File: src/rtl/act_index_stream_if.sv
// Row-in / beat-out handshake bundle for the activation index streamer.
// The master side supplies rows and consumes beats; the slave side is the streamer.
interface act_index_stream_if #(
    parameter int FLAG_W = 16,
    parameter int IDX_W  = 4,
    parameter int DATA_W = 8
) ();
    logic                     flush;
    logic                     in_valid;
    logic                     in_ready;
    logic                     in_mode;
    logic [FLAG_W-1:0]        in_flag;
    logic [FLAG_W*DATA_W-1:0] in_data;
    logic                     out_valid;
    logic                     out_ready;
    logic [IDX_W-1:0]         out_idx;
    logic [DATA_W-1:0]        out_data;
    logic                     out_last;
    logic                     out_zero;
    logic [IDX_W:0]           row_val_num;

    modport master (
        output flush, in_valid, in_mode, in_flag, in_data, out_ready,
        input  in_ready, out_valid, out_idx, out_data, out_last, out_zero, row_val_num
    );

    modport slave (
        input  flush, in_valid, in_mode, in_flag, in_data, out_ready,
        output in_ready, out_valid, out_idx, out_data, out_last, out_zero, row_val_num
    );
endinterface

File: src/rtl/act_index_stream.sv
// Sparse activation front end: takes one bitmap+data row per handshake and streams
// one (index, value) beat per set bitmap bit, lowest index first.
module act_index_stream #(
    parameter int FLAG_W = 16,
    parameter int IDX_W  = 4,
    parameter int DATA_W = 8
) (
    input  logic              clk,
    input  logic              reset,
    act_index_stream_if.slave bus
);

    typedef enum logic [0:0] {IDLE, EMIT} state_t;

    state_t                   state_reg, state_next;
    logic [FLAG_W-1:0]        mask_reg, mask_next;
    logic [FLAG_W*DATA_W-1:0] data_reg, data_next;
    logic [IDX_W:0]           row_val_num_reg, row_val_num_next;

    logic [DATA_W-1:0]        data_words [FLAG_W];
    logic [FLAG_W-1:0]        eff_mask;
    logic [IDX_W:0]           eff_pop;
    logic [IDX_W-1:0]         enc_idx;
    logic [FLAG_W-1:0]        mask_rest;
    logic                     beat_valid;
    logic                     beat_fire;
    logic                     beat_last;
    logic                     in_ready_int;
    logic                     load;

    genvar gi;
    generate
        for (gi = 0; gi < FLAG_W; gi++) begin : g_unpack
            assign data_words[gi] = data_reg[gi*DATA_W +: DATA_W];
        end
    endgenerate

    assign eff_mask = bus.in_mode ? {FLAG_W{1'b1}} : bus.in_flag;

    always_comb begin
        eff_pop = '0;
        for (int i = 0; i < FLAG_W; i++) begin
            eff_pop = eff_pop + (IDX_W+1)'(eff_mask[i]);
        end
    end

    // Scanning from MSB down lets the lowest set bit win.
    always_comb begin
        enc_idx = '0;
        for (int i = FLAG_W - 1; i >= 0; i--) begin
            if (mask_reg[i]) begin
                enc_idx = IDX_W'(i);
            end
        end
    end

    // Clearing the lowest set bit; an empty result also marks the final beat,
    // which covers the zero row whose mask is already empty.
    assign mask_rest    = mask_reg & (mask_reg - FLAG_W'(1));
    assign beat_valid   = (state_reg == EMIT);
    assign beat_fire    = beat_valid & bus.out_ready;
    assign beat_last    = beat_valid & (mask_rest == '0);
    assign in_ready_int = ~bus.flush & ((state_reg == IDLE) | (beat_fire & beat_last));
    assign load         = bus.in_valid & in_ready_int;

    always_ff @(posedge clk or negedge reset) begin
        if (!reset) begin
            state_reg <= IDLE;
        end else begin
            state_reg <= state_next;
        end
    end

    always_comb begin
        state_next = state_reg;
        if (bus.flush) begin
            state_next = IDLE;
        end else if (load) begin
            state_next = EMIT;
        end else if (beat_fire && beat_last) begin
            state_next = IDLE;
        end
    end

    always_comb begin
        mask_next        = mask_reg;
        data_next        = data_reg;
        row_val_num_next = row_val_num_reg;
        if (bus.flush) begin
            mask_next = '0;
        end else if (load) begin
            mask_next        = eff_mask;
            data_next        = bus.in_data;
            row_val_num_next = eff_pop;
        end else if (beat_fire) begin
            mask_next = mask_rest;
        end
    end

    always_ff @(posedge clk or negedge reset) begin
        if (!reset) begin
            mask_reg        <= '0;
            data_reg        <= '0;
            row_val_num_reg <= '0;
        end else begin
            mask_reg        <= mask_next;
            data_reg        <= data_next;
            row_val_num_reg <= row_val_num_next;
        end
    end

    always_comb begin
        bus.out_valid   = beat_valid;
        bus.out_idx     = beat_valid ? enc_idx : '0;
        bus.out_data    = (beat_valid && (mask_reg != '0)) ? data_words[enc_idx] : '0;
        bus.out_last    = beat_last;
        bus.out_zero    = beat_valid & (mask_reg == '0);
        bus.in_ready    = in_ready_int;
        bus.row_val_num = row_val_num_reg;
    end

endmodule
File: src/flat_wrapper.sv
// flat-port wrapper written by rule: the top's interface ports become plain ports
module act_index_stream_flat 
#(
    parameter int FLAG_W = 16,
    parameter int IDX_W  = 4,
    parameter int DATA_W = 8
)
  (clk, reset, bus_flush, bus_in_valid, bus_in_mode, bus_in_flag, bus_in_data, bus_out_ready, bus_in_ready, bus_out_valid, bus_out_idx, bus_out_data, bus_out_last, bus_out_zero, bus_row_val_num);
  act_index_stream_if #(.FLAG_W(FLAG_W), .IDX_W(IDX_W), .DATA_W(DATA_W)) bus_i ();
  input  logic clk;
  input  logic reset;
  input wire logic [$bits(bus_i.flush)-1:0] bus_flush;
  input wire logic [$bits(bus_i.in_valid)-1:0] bus_in_valid;
  input wire logic [$bits(bus_i.in_mode)-1:0] bus_in_mode;
  input wire logic [$bits(bus_i.in_flag)-1:0] bus_in_flag;
  input wire logic [$bits(bus_i.in_data)-1:0] bus_in_data;
  input wire logic [$bits(bus_i.out_ready)-1:0] bus_out_ready;
  output wire logic [$bits(bus_i.in_ready)-1:0] bus_in_ready;
  output wire logic [$bits(bus_i.out_valid)-1:0] bus_out_valid;
  output wire logic [$bits(bus_i.out_idx)-1:0] bus_out_idx;
  output wire logic [$bits(bus_i.out_data)-1:0] bus_out_data;
  output wire logic [$bits(bus_i.out_last)-1:0] bus_out_last;
  output wire logic [$bits(bus_i.out_zero)-1:0] bus_out_zero;
  output wire logic [$bits(bus_i.row_val_num)-1:0] bus_row_val_num;
  assign bus_i.flush = bus_flush;
  assign bus_i.in_valid = bus_in_valid;
  assign bus_i.in_mode = bus_in_mode;
  assign bus_i.in_flag = bus_in_flag;
  assign bus_i.in_data = bus_in_data;
  assign bus_i.out_ready = bus_out_ready;
  assign bus_in_ready = bus_i.in_ready;
  assign bus_out_valid = bus_i.out_valid;
  assign bus_out_idx = bus_i.out_idx;
  assign bus_out_data = bus_i.out_data;
  assign bus_out_last = bus_i.out_last;
  assign bus_out_zero = bus_i.out_zero;
  assign bus_row_val_num = bus_i.row_val_num;
  act_index_stream #(.FLAG_W(FLAG_W), .IDX_W(IDX_W), .DATA_W(DATA_W)) u_core (.clk(clk), .reset(reset), .bus(bus_i));
endmodule
File: config.mk
export PLATFORM = sky130hd
export DESIGN_NAME = act_index_stream_flat
export DESIGN_NICKNAME = d
export VERILOG_FILES = /design/src/rtl/act_index_stream_if.sv /design/src/rtl/act_index_stream.sv /design/src/flat_wrapper.sv
export SDC_FILE = /design/constraint.sdc
export NUM_CORES = 1
export LEC_CHECK = 0
export CORE_UTILIZATION = 41
export DETAILED_ROUTE_END_ITERATION = 6
export PLACE_DENSITY = 0.78
export SLEW_MARGIN = 20
export SYNTH_ARGS = -nofsm -noshare
export SYNTH_HDL_FRONTEND = slang
export SYNTH_SLANG_ARGS = --single-unit
File: constraint.sdc
create_clock -name clk -period 3.7 [get_ports clk]
set_clock_uncertainty 0.2 [all_clocks]
set_input_delay 0.555 -clock clk [delete_from_list [all_inputs] [get_ports clk]]
set_output_delay 0.555 -clock clk [all_outputs]
set_load 0.02 [all_outputs]
==> flow_metrics.tcl <==
set metrics [dict create \
    outcome "finished, violations left" \
    violations "setup timing" \
    syn_avg_cell_area_um2 11.12 \
    grt_max_degree 80 \
    min-delay-start "u_core.data_reg[57]" \
    grt_pass1_wl_mm 36.77 \
    whs_ps 282.6 \
    wire_per_inst_um 20.75 \
    critPathMostFrequentCell "fa_1" \
    dieHeight_um 140.8 \
    relSlewSlack_pct 59.53 \
    core_mm2 0.01877 \
    worst_pin_slew_ps 604.9 \
    setup_viol 4 \
    synth_warnings 0 \
    crit_family "adder cells" \
    reg2reg_depth 11 \
    synth_area_leader_cell "dfrtp_1" \
    worstSkewPairLatency_ps 440 \
    grt_use_met3_pct 5.401 \
    critPathRequiredTime_ps 3810 \
    power_switching_w 0.002034 \
    use_met2_pct 38.44 \
    crit_type "in2reg" \
    nets 1116 \
    num_rows 50 \
    syn_to_final_growth_pct 49.30 \
    ys_seq_area_share_pct 47.53 \
    start_util_pct 42.08 \
    synth_fp_nets 875 \
    synth_seq_cells 150 \
    root_buffer "clkbuf_16" \
    crit_buf_inv 4 \
    grt-ovfl-total 0 \
    hp-class "reg2reg" \
    chipWidth_um 140.8 \
    timing.final.crit_share_pct 113.4 \
    yosys.cell_count.top_type "dfrtp_1" \
    power_frac_comb_pct 36.8 \
    power.share.sequential_pct 35.1 \
    irDropWorstVdd_v 0.0004543 \
    drc 0 \
    vias_per_cell 5.720 \
    endpoint_kind "flip-flop" \
    cts_buffer_depth 2 \
    switching_share_pct 32.88 \
    leakagePower_nw 4.888 \
    vias 6852 \
    grt_pass1_vias 6790 \
    gr-usage-met1_pct 33.52 \
    maxCapViolCount 0 \
    drt_pass1_iterations 5 \
    clkTransAtPathRegs_ps 60 \
    timing.rr.start "u_core.mask_reg[4]" \
    detailed_place_hpwl_mm 16.78 \
    io_pins 171 \
    critPathArrivalTime_ps 4310 \
    max_stage_delay_ps 500 \
    rrSetupSlack_ps 110 \
    largest_reg_flops 128 \
    holdPathStages 1 \
    synthTopCellsByArea "dfrtp_1, mux2_2, mux2_1" \
    htree_levels 4 \
    ant_nets 0 \
    antenna_found_initial 0 \
    drtIter0Drc 441 \
    dieArea_mm2 0.01982 \
    crit_path_max_fanout 3 \
    cp_cell_sequence "buf_8 > or2_4 > ha_4 > inv_2 > fa_1 > fa_1 > fa_1 > inv_1 > fa_1 > inv_2 > fa_2 > fa_2 > xnor2_1 > mux2_4" \
    period_needed_ps 4195 \
    clkPwrFrac_pct 28.1 \
    async_flop_share_pct 100.0 \
    synth_edf_count 0 \
    finalWirelength_mm 24.86 \
    start_kind "primary input" \
    fillers 1393 \
    synthesis.area_mm2 0.007898 \
    layout-drive-gt1-share_pct 32.88 \
    synthCells 710 \
    io_buffers 170 \
    cts_sinks 150 \
    setup_ws_ps -495.1 \
    n_antenna_cell 0 \
    internal_power_w 0.004152 \
    maxSlewViolCount 0 \
    powerDensity_mw_per_mm2 524.6 \
    hold_viol_final 0 \
    fin_util_pct 62.83 \
    gp_congestion 0.8872 \
    synth_cell_types 62 \
    synthFlopType "dfrtp_1" \
    top_usage_layer "met2" \
    crit_slowest_cell "fa_1" \
    grt.total_usage_pct 24.38 \
    synth_top_area_share_pct 47.53 \
    hold_path_end "u_core.data_reg[57]" \
    cts_tree "built" \
    numCtsBuffers 17 \
    synth_commonest_cells "dfrtp_1, mux2_2, mux2_1, nand2_1, a21oi_1" \
    r2r_end "u_core.data_reg[85]" \
    fmax_mhz 238.4 \
    rsz0062_at_grt "yes" \
]
-- routing by layer --
metal / vias to the layer above / part of all wire, %
met5: - / 0
met4: 0 / 2.5
met3: 52 / 6.0
met2: 288 / 47
met1: 3410 / 44
li1: 3102 / -
-- per-stage QoR --
step           setup slack, ps  power (W)  std cells  area, µm²  setup TNS, ps
2_1_floorplan           -867.8   0.003185        710       7930          -3387
3_3_place_gp             -1369   0.004026       1148      10460          -6429
3_5_place_dp             -1447   0.004081       1148      10460          -6935
4_1_cts                 -643.8   0.006003       1189      11420          -2609
5_1_grt                 -613.0   0.006483       1198      11790          -2616
6_report                -495.1   0.006186       1198      11790          -1698
-- power by group through the flow --
| stage | Clock, W | Combinational [W] | Sequential (W) |
|---|---|---|---|
| after floorplan | 0 | 0.00104 | 0.00214 |
| after global placement | 0 | 0.00186 | 0.00216 |
| after detailed placement | 0 | 0.00191 | 0.00217 |
| after CTS | 0.00176 | 0.00209 | 0.00215 |
| after global routing | 0.00183 | 0.00244 | 0.00221 |
| final | 0.00174 | 0.00228 | 0.00217 |
-- worst register-to-register path, cell delays in order, from the launching register on --
cell       delay (ps)
dfrtp_1           430
buf_4             170
buf_4             140
or4_4             590
o31ai_4           250
o2111ai_2         180
nor3b_4           270
a21oi_4           120
nor3_4            210
buf_12            240
buf_4             300
mux2_2            370
-- layout by cell type (no fill, tap or decap), types with 4 or more instances in the layout --
cell type,n
a211oi_2,9
a211oi_4,4
a21oi_1,37
a221oi_1,5
a22oi_1,6
a41o_1,5
and3_1,15
and3_4,8
buf_12,11
buf_4,85
buf_6,13
clkbuf_16,18
clkbuf_8,4
clkdlybuf4s50_1,153
clkinv_4,5
dfrtp_1,150
fa_1,8
ha_1,4
inv_1,21
mux2_1,52
mux2_2,80
mux2i_1,5
nand2_1,46
nand3_1,10
nand3b_1,7
nor2_1,29
nor4_4,7
o211ai_1,8
o21ai_0,15
o221ai_1,7
o22ai_1,5
o31a_1,5
o31ai_4,5
or2_2,6
or2_4,5
or3_1,12
-- kinds of logic (layout without fill, tap and decap cells) --
logic type | count (synthesis) | in the layout | synth area share, %
AOI/OAI and AO/OA | 154 | 154 | 13.63
xor gates and xnor gates | 2 | 2 | 0.2218
adders and majority gates | 17 | 17 | 3.580
buffers and inverters | 75 | 329 | 4.024
DFF | 150 | 150 | 47.53
muxes | 138 | 138 | 19.60
and+or+nand+nor | 174 | 174 | 11.42
-- worst max-delay path by stage --
stage	slack, ps	end	cells after the start	startpoint
6_report	-500	u_core.bus.row_val_num[2]	14	bus_in_mode
3_5_place_dp	-1450	u_core.bus.row_val_num[2]	14	bus_in_mode
5_1_grt	-610	u_core.bus.row_val_num[2]	14	bus_in_flag[1]
2_1_floorplan	-870	u_core.bus.row_val_num[2]	14	bus_in_mode
4_1_cts	-640	u_core.bus.row_val_num[2]	14	bus_in_mode
3_3_place_gp	-1370	u_core.bus.row_val_num[2]	14	bus_in_mode
-- layout make-up --
cell class / instances / area [µm²] / area share [%]
Tap cell: 234 / 292.8 / 2.483
Clock inverter: 11 / 115.1 / 0.9762
Inverter: 24 / 90.09 / 0.7640
Clock buffer: 21 / 480.5 / 4.075
Multi-Input combinational cell: 485 / 4389 / 37.22
Timing Repair Buffer: 273 / 2670 / 22.64
Sequential cell: 150 / 3754 / 31.83
-- what timing repair did --
action	in CTS	in global routing
resized for setup	120	66
pin swaps	22	34
gates cloned	2	1
setup endpoints to repair	15	18
hold buffers	1	0
endpoints found under the hold margin	45	0
setup buffers	9	11
(Power assumes the default switching activity.)
